## config.mk

```make
export PLATFORM = sky130hd
export DESIGN_NAME = uart_line_framer
export DESIGN_NICKNAME = d
export VERILOG_FILES = /design/src/rtl/uart_line_framer.sv
export SDC_FILE = /design/constraint.sdc
export NUM_CORES = 1
export LEC_CHECK = 0
export BUFFER_PORTS_ARGS = -buffer_cell sky130_fd_sc_hd__buf_2
export CELL_PAD_IN_SITES_DETAIL_PLACEMENT = 1
export CELL_PAD_IN_SITES_GLOBAL_PLACEMENT = 2
export CORE_AREA = 2 2 214 216
export CTS_CLUSTER_SIZE = 10
export DETAILED_ROUTE_END_ITERATION = 8
export DIE_AREA = 0 0 216 218
export PLACE_DENSITY_LB_ADDON = 0.1
export SLEW_MARGIN = 25
export SYNTH_ARGS = -nofsm -noshare
export SYNTH_HDL_FRONTEND = slang
export SYNTH_SLANG_ARGS = --single-unit
export TNS_END_PERCENT = 30
```

## constraint.sdc

```tcl
create_clock -name clk -period 8.5 [get_ports clk]
set_clock_uncertainty 0.05 [all_clocks]
set_input_delay 0.85 -clock clk [delete_from_list [all_inputs] [get_ports clk]]
set_output_delay 0.85 -clock clk [all_outputs]
set_load 0.1 [all_outputs]
```

## src/rtl/uart_line_framer.sv

```systemverilog
// uart_line_framer: buffers bytes from the uart receive stream until an
// end-of-line byte arrives, then replays the line as an AXI-Stream packet
// with tlast on the final byte. Lines that are too long are dropped whole
// and counted.
module uart_line_framer #(
    parameter int         MAX_LEN  = 64,
    parameter logic [7:0] EOL_CHAR = 8'h0A,
    parameter bit         DROP_CR  = 1'b1
) (
    input  logic        clk,
    input  logic        rst_n,
    input  logic [7:0]  s_axis_tdata,
    input  logic        s_axis_tvalid,
    output logic        s_axis_tready,
    output logic [7:0]  m_axis_tdata,
    output logic        m_axis_tvalid,
    input  logic        m_axis_tready,
    output logic        m_axis_tlast,
    output logic        overflow,
    output logic [15:0] drop_count
);

    localparam int CW = $clog2(MAX_LEN + 1);
    localparam int AW = $clog2(MAX_LEN);

    typedef enum logic [1:0] {
        ST_FILL    = 2'd0,
        ST_DRAIN   = 2'd1,
        ST_DISCARD = 2'd2
    } state_t;

    state_t         state_q, state_d;
    logic [CW-1:0]  count_q, count_d;
    logic [CW-1:0]  len_q, len_d;
    logic [CW-1:0]  idx_q, idx_d;
    logic           s_rdy_q, s_rdy_d;
    logic           m_valid_q, m_valid_d;
    logic [7:0]     m_data_q, m_data_d;
    logic           m_last_q, m_last_d;
    logic           ovf_q, ovf_d;
    logic [15:0]    drop_q, drop_d;

    logic [7:0]     line_mem [MAX_LEN];
    logic           wr_en_s;
    logic [AW-1:0]  wr_addr_s;
    logic [7:0]     wr_data_s;
    logic           in_acc_s;
    logic           out_acc_s;
    logic [CW-1:0]  nidx_s;

    // Next-state, buffer write and output-register computation.
    always_comb begin
        state_d   = state_q;
        count_d   = count_q;
        len_d     = len_q;
        idx_d     = idx_q;
        m_valid_d = m_valid_q;
        m_data_d  = m_data_q;
        m_last_d  = m_last_q;
        ovf_d     = 1'b0;
        drop_d    = drop_q;
        wr_en_s   = 1'b0;
        wr_addr_s = count_q[AW-1:0];
        wr_data_s = s_axis_tdata;
        in_acc_s  = s_axis_tvalid && s_rdy_q;
        out_acc_s = m_valid_q && m_axis_tready;
        nidx_s    = idx_q + CW'(1);

        case (state_q)
            ST_FILL: begin
                if (in_acc_s) begin
                    if (DROP_CR && (s_axis_tdata == 8'h0D)) begin
                        state_d = ST_FILL;
                    end else if (s_axis_tdata == EOL_CHAR) begin
                        if (count_q == '0) begin
                            state_d = ST_FILL;
                        end else begin
                            // First beat is presented the cycle after EOL.
                            len_d     = count_q;
                            idx_d     = '0;
                            m_valid_d = 1'b1;
                            m_data_d  = line_mem[0];
                            m_last_d  = (count_q == CW'(1));
                            state_d   = ST_DRAIN;
                        end
                    end else if (count_q < CW'(MAX_LEN)) begin
                        wr_en_s = 1'b1;
                        count_d = count_q + CW'(1);
                    end else begin
                        state_d = ST_DISCARD;
                    end
                end else begin
                    state_d = ST_FILL;
                end
            end
            ST_DRAIN: begin
                if (out_acc_s) begin
                    if (m_last_q) begin
                        m_valid_d = 1'b0;
                        m_last_d  = 1'b0;
                        m_data_d  = 8'h00;
                        count_d   = '0;
                        state_d   = ST_FILL;
                    end else begin
                        idx_d    = nidx_s;
                        m_data_d = line_mem[nidx_s[AW-1:0]];
                        m_last_d = (nidx_s == (len_q - CW'(1)));
                    end
                end else begin
                    state_d = ST_DRAIN;
                end
            end
            ST_DISCARD: begin
                if (in_acc_s && (s_axis_tdata == EOL_CHAR)) begin
                    ovf_d   = 1'b1;
                    drop_d  = (drop_q == 16'hFFFF) ? drop_q : (drop_q + 16'd1);
                    count_d = '0;
                    state_d = ST_FILL;
                end else begin
                    state_d = ST_DISCARD;
                end
            end
            default: begin
                state_d   = ST_FILL;
                count_d   = '0;
                m_valid_d = 1'b0;
                m_last_d  = 1'b0;
                m_data_d  = 8'h00;
            end
        endcase

        s_rdy_d = (state_d != ST_DRAIN);
    end

    // Control and output registers with asynchronous reset.
    always_ff @(posedge clk or negedge rst_n) begin
        if (!rst_n) begin
            state_q   <= ST_FILL;
            count_q   <= '0;
            len_q     <= '0;
            idx_q     <= '0;
            s_rdy_q   <= 1'b0;
            m_valid_q <= 1'b0;
            m_data_q  <= 8'h00;
            m_last_q  <= 1'b0;
            ovf_q     <= 1'b0;
            drop_q    <= 16'h0000;
        end else begin
            state_q   <= state_d;
            count_q   <= count_d;
            len_q     <= len_d;
            idx_q     <= idx_d;
            s_rdy_q   <= s_rdy_d;
            m_valid_q <= m_valid_d;
            m_data_q  <= m_data_d;
            m_last_q  <= m_last_d;
            ovf_q     <= ovf_d;
            drop_q    <= drop_d;
        end
    end

    // Line buffer storage; contents need no reset since count gates reads.
    always_ff @(posedge clk) begin
        if (wr_en_s) begin
            line_mem[wr_addr_s] <= wr_data_s;
        end
    end

    assign s_axis_tready = s_rdy_q;
    assign m_axis_tvalid = m_valid_q;
    assign m_axis_tdata  = m_data_q;
    assign m_axis_tlast  = m_last_q;
    assign overflow      = ovf_q;
    assign drop_count    = drop_q;

endmodule
```

## Word level (Yosys, flattened, before mapping)

Memories as Yosys holds them, arrays and structs flattened.
Index checks and enable logic that the tools add are counted.

| cells by class | value |
|---|---|
| add/sub/neg operators | 4 |
| $lt $le $gt $ge | 1 |
| equality and inequality tests | 18 |
| muxes and demuxes | 54 |
| bitwise operators | 4 |
| reductions and logical operators | 12 |

Operators with widths:

| operator | number |
|---|---|
| 7-bit two-way mux | 13 |
| 8-bit two-way mux | 6 |
| 8-bit case mux with 3 select lines | 1 |
| 1-bit two-way mux | 22 |
| 7-bit case mux with 3 select lines | 1 |
| 7-bit AND reduction | 3 |
| 2-bit != test (second input constant) | 10 |
| 16-bit by 1-bit adder with 16-bit output (second input constant) | 1 |
| 16-bit == test (second input constant) | 1 |
| 8-bit by 4-bit == test with 1-bit output (second input constant) | 2 |
| 7-bit by 1-bit adder with 7-bit output (second input constant) | 2 |
| 2-bit two-way mux | 7 |
| 7-bit case mux with 2 select lines | 1 |
| 7-bit by 1-bit == test with 1-bit output (second input constant) | 1 |
| 7-bit == test | 1 |
| 7-bit logical NOT | 1 |
| 7-bit < comparator (second input constant) | 1 |
| 7-bit by 1-bit subtractor with 7-bit output (second input constant) | 1 |
| 1-bit case mux with 3 select lines | 2 |
| 2-bit case mux with 3 select lines | 1 |
| 6-bit AND reduction | 1 |
| 5-bit AND reduction | 1 |
| 1-bit NOT | 4 |
| 1-bit logical AND | 3 |
| 6 further kinds | 6 |

| word-level totals | value |
|---|---|
| register bits after elaboration | 51 |
| memory bits (writable) | 512 |
| output and inout port bits | 28 |
| word-level logic and storage cells | 104 |
| memories kept | 1 |

Memory list:

| memory | depth | bits a word | rd ports | clocked after memory_dff | write ports | line | source |
|---|---|---|---|---|---|---|---|
| line_mem | 64 | 8 | 2 | 0 | 1 | 43 | `logic [7:0] line_mem [MAX_LEN];` |

## Longest topological paths before layout

| depth | value |
|---|---|
| word-level depth | 8 |
| mapped depth | 10 |

## Least setup slack after synthesis

Ideal clock, no wire load.

| timing path | value |
|---|---|
| path kind | reg-to-reg |
| start point | register s_rdy_q (netlist: s_axis_tready) |
| end point | memory line_mem[60][0] (enable) |
| arrival | 2,614 ps |
| data required time | 8,079 ps |
| slack | 5,466 ps |
| cell stages (with the launch flop) | 6 |
| clock period less this slack | 3,034 ps |
| cell sequence | dfrtp_1 -> nand2_1 -> nor4_2 -> and2_1 -> nand3_1 -> nor2_1 |

| on the way | value |
|---|---|
| cells in the longest elaborated chain, start to end | 5 |

RTL lines:

| item | line | source |
|---|---|---|
| start: declaration | 36 | `logic s_rdy_q, s_rdy_d;` |
| start signal: assignment | 153 | `s_rdy_q <= s_rdy_d;` |
| 1-bit logical AND | 65 | `in_acc_s = s_axis_tvalid && s_rdy_q;` |
| 1-bit two-way mux | 71 | `if (in_acc_s) begin` |
| 1-bit two-way mux | 69 | `case (state_q)` |
| 1-bit two-way mux | 164 | `if (wr_en_s) begin` |
| 1-bit two-way mux (not written as such) | 165 | `line_mem[wr_addr_s] <= wr_data_s;` |
| end: declaration | 43 |  |

No other way between the ends.

## Worst setup path in the final report

| timing path | value |
|---|---|
| start point | register idx_q[0] |
| end point | register m_data_q[1] (netlist: m_axis_tdata[1]) |

| on the way | value |
|---|---|
| cells in the longest elaborated chain, start to end | 5 |

RTL lines:

| item | line | source |
|---|---|---|
| start: declaration | 35 | `logic [CW-1:0] idx_q, idx_d;` |
| start signal: assignment | 152 | `idx_q <= idx_d;` |
| 7-bit by 1-bit adder with 7-bit output | 67 | `nidx_s = idx_q + CW'(1);` |
| memory read 64 x 8 bit | n/a |  |
| 8-bit two-way mux | 98 | `if (m_last_q) begin` |
| 8-bit two-way mux | 97 | `if (out_acc_s) begin` |
| 8-bit case mux with 3 select lines | 69 |  |
| end signal: assignment | 155 | `m_data_q <= m_data_d;` |
| end: declaration | 38 | `logic [7:0] m_data_q, m_data_d;` |

No other way between the ends. The select of a mux whose other input is x is not followed.
A chain may end at the register's enable or synchronous reset.

==> results.toml <==
[outcome]
status = "complete, no violations"

[yosys]
synth_edf_count = 512
yosysTopAreaCellShare_pct = 66.8
syn_area_um2 = 23000
synth_top_area_cell = "edfxtp_1"
ys_warn_count = 0
synth_common_cells = "edfxtp_1 (512), nand2_1 (126), mux4_2 (118)"
yosys_register_bits = 563
ys_seq_area_share_pct = 72.3
synthTopCellsByArea = "edfxtp_1 (67%), mux4_2 (12%), dfrtp_1 (5.5%)"
synth.most_common_cell = "edfxtp_1"
syn_nets = 1273
avgSynthCellArea_um2 = 18.3
synthFlopType = "edfxtp_1"
synthCells = 1255
ys_async_sr_fraction_pct = 9.06
synthDistinctLibCells = 72

[floorplanning]
core_um2 = 44900
core.rowCount = 78
ioPinCount = 40
die-area_um2 = 47100
die_h_um = 218
die_w_um = 216
start_util_pct = 51.3

[cells_and_area]
diodes = 0
area_growth_pct = 11.3
final_area_um2 = 25600
drive_gt1_share_pct = 21.3
num-nets-final = 1337

[clock_network]
clk_pin_slew_worst_paths_ps = 60
h-tree-depth = 3
insertion_delay_ps = 600
numCtsBuffers = 67
cts_resized = 0
post_cts_buffers = 0
clock-sinks = 563
tritoncts = "done"
cts_hold_buf = 0
clockRootBuffer = "clkbuf_16"
clockBufferDepth = 3

[sta]
setup_ws_ps = 4150
hold_violations = 0
setup_violations = 0
worst_pin_slew_ps = 1030
fin_setup_tns_ps = 0
rsz0062_at_grt = "false"
slew_viol_final = 0
max_slew_margin_pct = 31.0
fmax_mhz = 230
min_period_ps = 4350
fin_crit_sh_pct = 51.2

[placed_design]
place_hpwl_um = 36600
place_area_um2 = 23700
placement.setup.worst_slack_ps = 3680
port_buffers = 39
routabilityCongestion = 0.797

[power]
p_per_area_nw_per_um2 = 307
irDropWorstVdd_uv = 232
total_power_w = 0.00787
leakagePower_nw = 8.30

[detailed_routing]
drt-initial-drc-count = 1229
antenna_left = 0
routed_wl_um = 57600
vias = 11896
drc = 0
routed_via_density = 6.12
first_pass_iters = 5
wl_per_cell_um = 29.6

[setup_path]
r2r_end = "m_axis_tdata[1]$_DFFE_PN0P_"
max_stage_delay_ps = 990
endpoint_kind = "register"
worstRegToRegCells = 6
critPathLaunchType = "register"
reg2reg_slack_ps = 4150
path_cells = "ha_4 -> buf_4 -> mux4_1 -> mux4_1 -> o311a_1 -> a221o_1"
critPathSlowestCell = "dfrtp_4"
cpMostUsedCell = "mux4_1"
cp_max_fo = 63
rr_startpoint = "idx_q[0]$_DFFE_PN0P_"
crit_required_ps = 8930
worstSetupPathType = "reg -> reg"
worst_ep_arrival_time_ps = 4790

[worst_hold_path]
hp-class = "in -> async"

[grt]
grt_pass1_wl_um = 86900
grt_pass1_vias = 12439
overflow = 0
grt_max_degree = 67
grtUsageTotal_pct = 25.5
antenna_found_initial = 0

[flow_run]
maxCapViolations = 0
## kinds of logic after synthesis
logic type / after synthesis / synth area share, %
AND/OR/NAND/NOR: 345 / 7.08
multiplexers: 141 / 13.8
XOR/XNOR: 36 / 1.48
adder cells (fa/ha/maj): 6 / 0.326
buffers and inverters: 79 / 2.20
AO/OA/AOI/OAI: 85 / 2.81
flip-flops: 563 / 72.3
## metal layers
metal / part of all wire (%) / track usage, % / vias up / wire length [um]
met5: 0 / 0 / - / 0
met4: 2.0 / 7.33 / 0 / 1140
met3: 5.6 / 4.06 / 74 / 3240
met2: 47 / 39.0 / 370 / 27100
met1: 45 / 38.5 / 6312 / 26100
li1: - / - / 5140 / -
## worst max-delay path by stage
stage                                 start                           to  cells past startpoint
floorplan           s_axis_tready$_DFF_PN0_    line_mem[60][0]$_DFFE_PP_                      5
global placement            s_axis_tdata[4]     line_mem[4][0]$_DFFE_PP_                      8
detailed placement          s_axis_tdata[4]     line_mem[3][3]$_DFFE_PP_                      7
CTS                    idx_q[0]$_DFFE_PN0P_  m_axis_tdata[1]$_DFFE_PN0P_                      6
global route           idx_q[0]$_DFFE_PN0P_  m_axis_tdata[1]$_DFFE_PN0P_                      6
finish                 idx_q[0]$_DFFE_PN0P_  m_axis_tdata[1]$_DFFE_PN0P_                      6
## sequential cells by signal, summed over array words and instances (netlist names)
register,flops
line_mem,512
drop_count,16
m_axis_tdata,8
count_q,7
idx_q,7
len_q,7
state_q,2
m_axis_tlast,1
m_axis_tvalid,1
overflow,1
s_axis_tready,1
## stage by stage
step | util (%) | cells | hold slack [ps]
floorplan | - | 1255 | 419
global placement | 52.8 | 1849 | 430
detailed placement | 52.8 | 1849 | 445
CTS | 57.0 | 1944 | 348
global route | 57.1 | 1945 | 410
finish | 57.1 | 1945 | 353
## worst max-delay path, delay by kind of cell (launching register included)
family                   cells  cell delay (ps)
flip-flops                   1              990
buffers and inverters        1              590
adder cells (fa/ha/maj)      1              890
multiplexers                 2             1020
AO/OA/AOI/OAI                2              630
## layout make-up
cell class / count / area, um^2
clock buffer: 89 / 1800
clock inverter: 6 / 75.1
fill: 3944 / 19300
inverter: 14 / 52.6
multi-input combinational: 613 / 5900
sequential: 563 / 16700
tap: 600 / 751
timing repair buffer: 60 / 373
## cell usage in the layout, fill, tap and decap left out, drive strengths merged, types with 6 or more instances in the layout
| cell type | count |
|---|---|
| edfxtp | 512 |
| mux4 | 135 |
| nand2 | 126 |
| nor2 | 92 |
| clkbuf | 89 |
| buf | 60 |
| nand3 | 57 |
| dfrtp | 51 |
| xnor2 | 23 |
| o21ai | 22 |
| nand4 | 16 |
| inv | 16 |
| xor2 | 13 |
| a31oi | 10 |
| a21oi | 10 |
| nor3 | 9 |
| a221o | 8 |
| and3 | 7 |
| a41o | 7 |
| o311a | 7 |
| nand3b | 6 |
| nand2b | 6 |
| ha | 6 |
## where the power goes
part	internal [W]	total, W	leakage (nW)	switching [W]
logic	0.000896	0.00206	2.17	0.00116
registers	0.00313	0.00329	5.23	0.000159
clock network	0.00147	0.00252	0.903	0.00105
(Power assumes the default switching activity.)
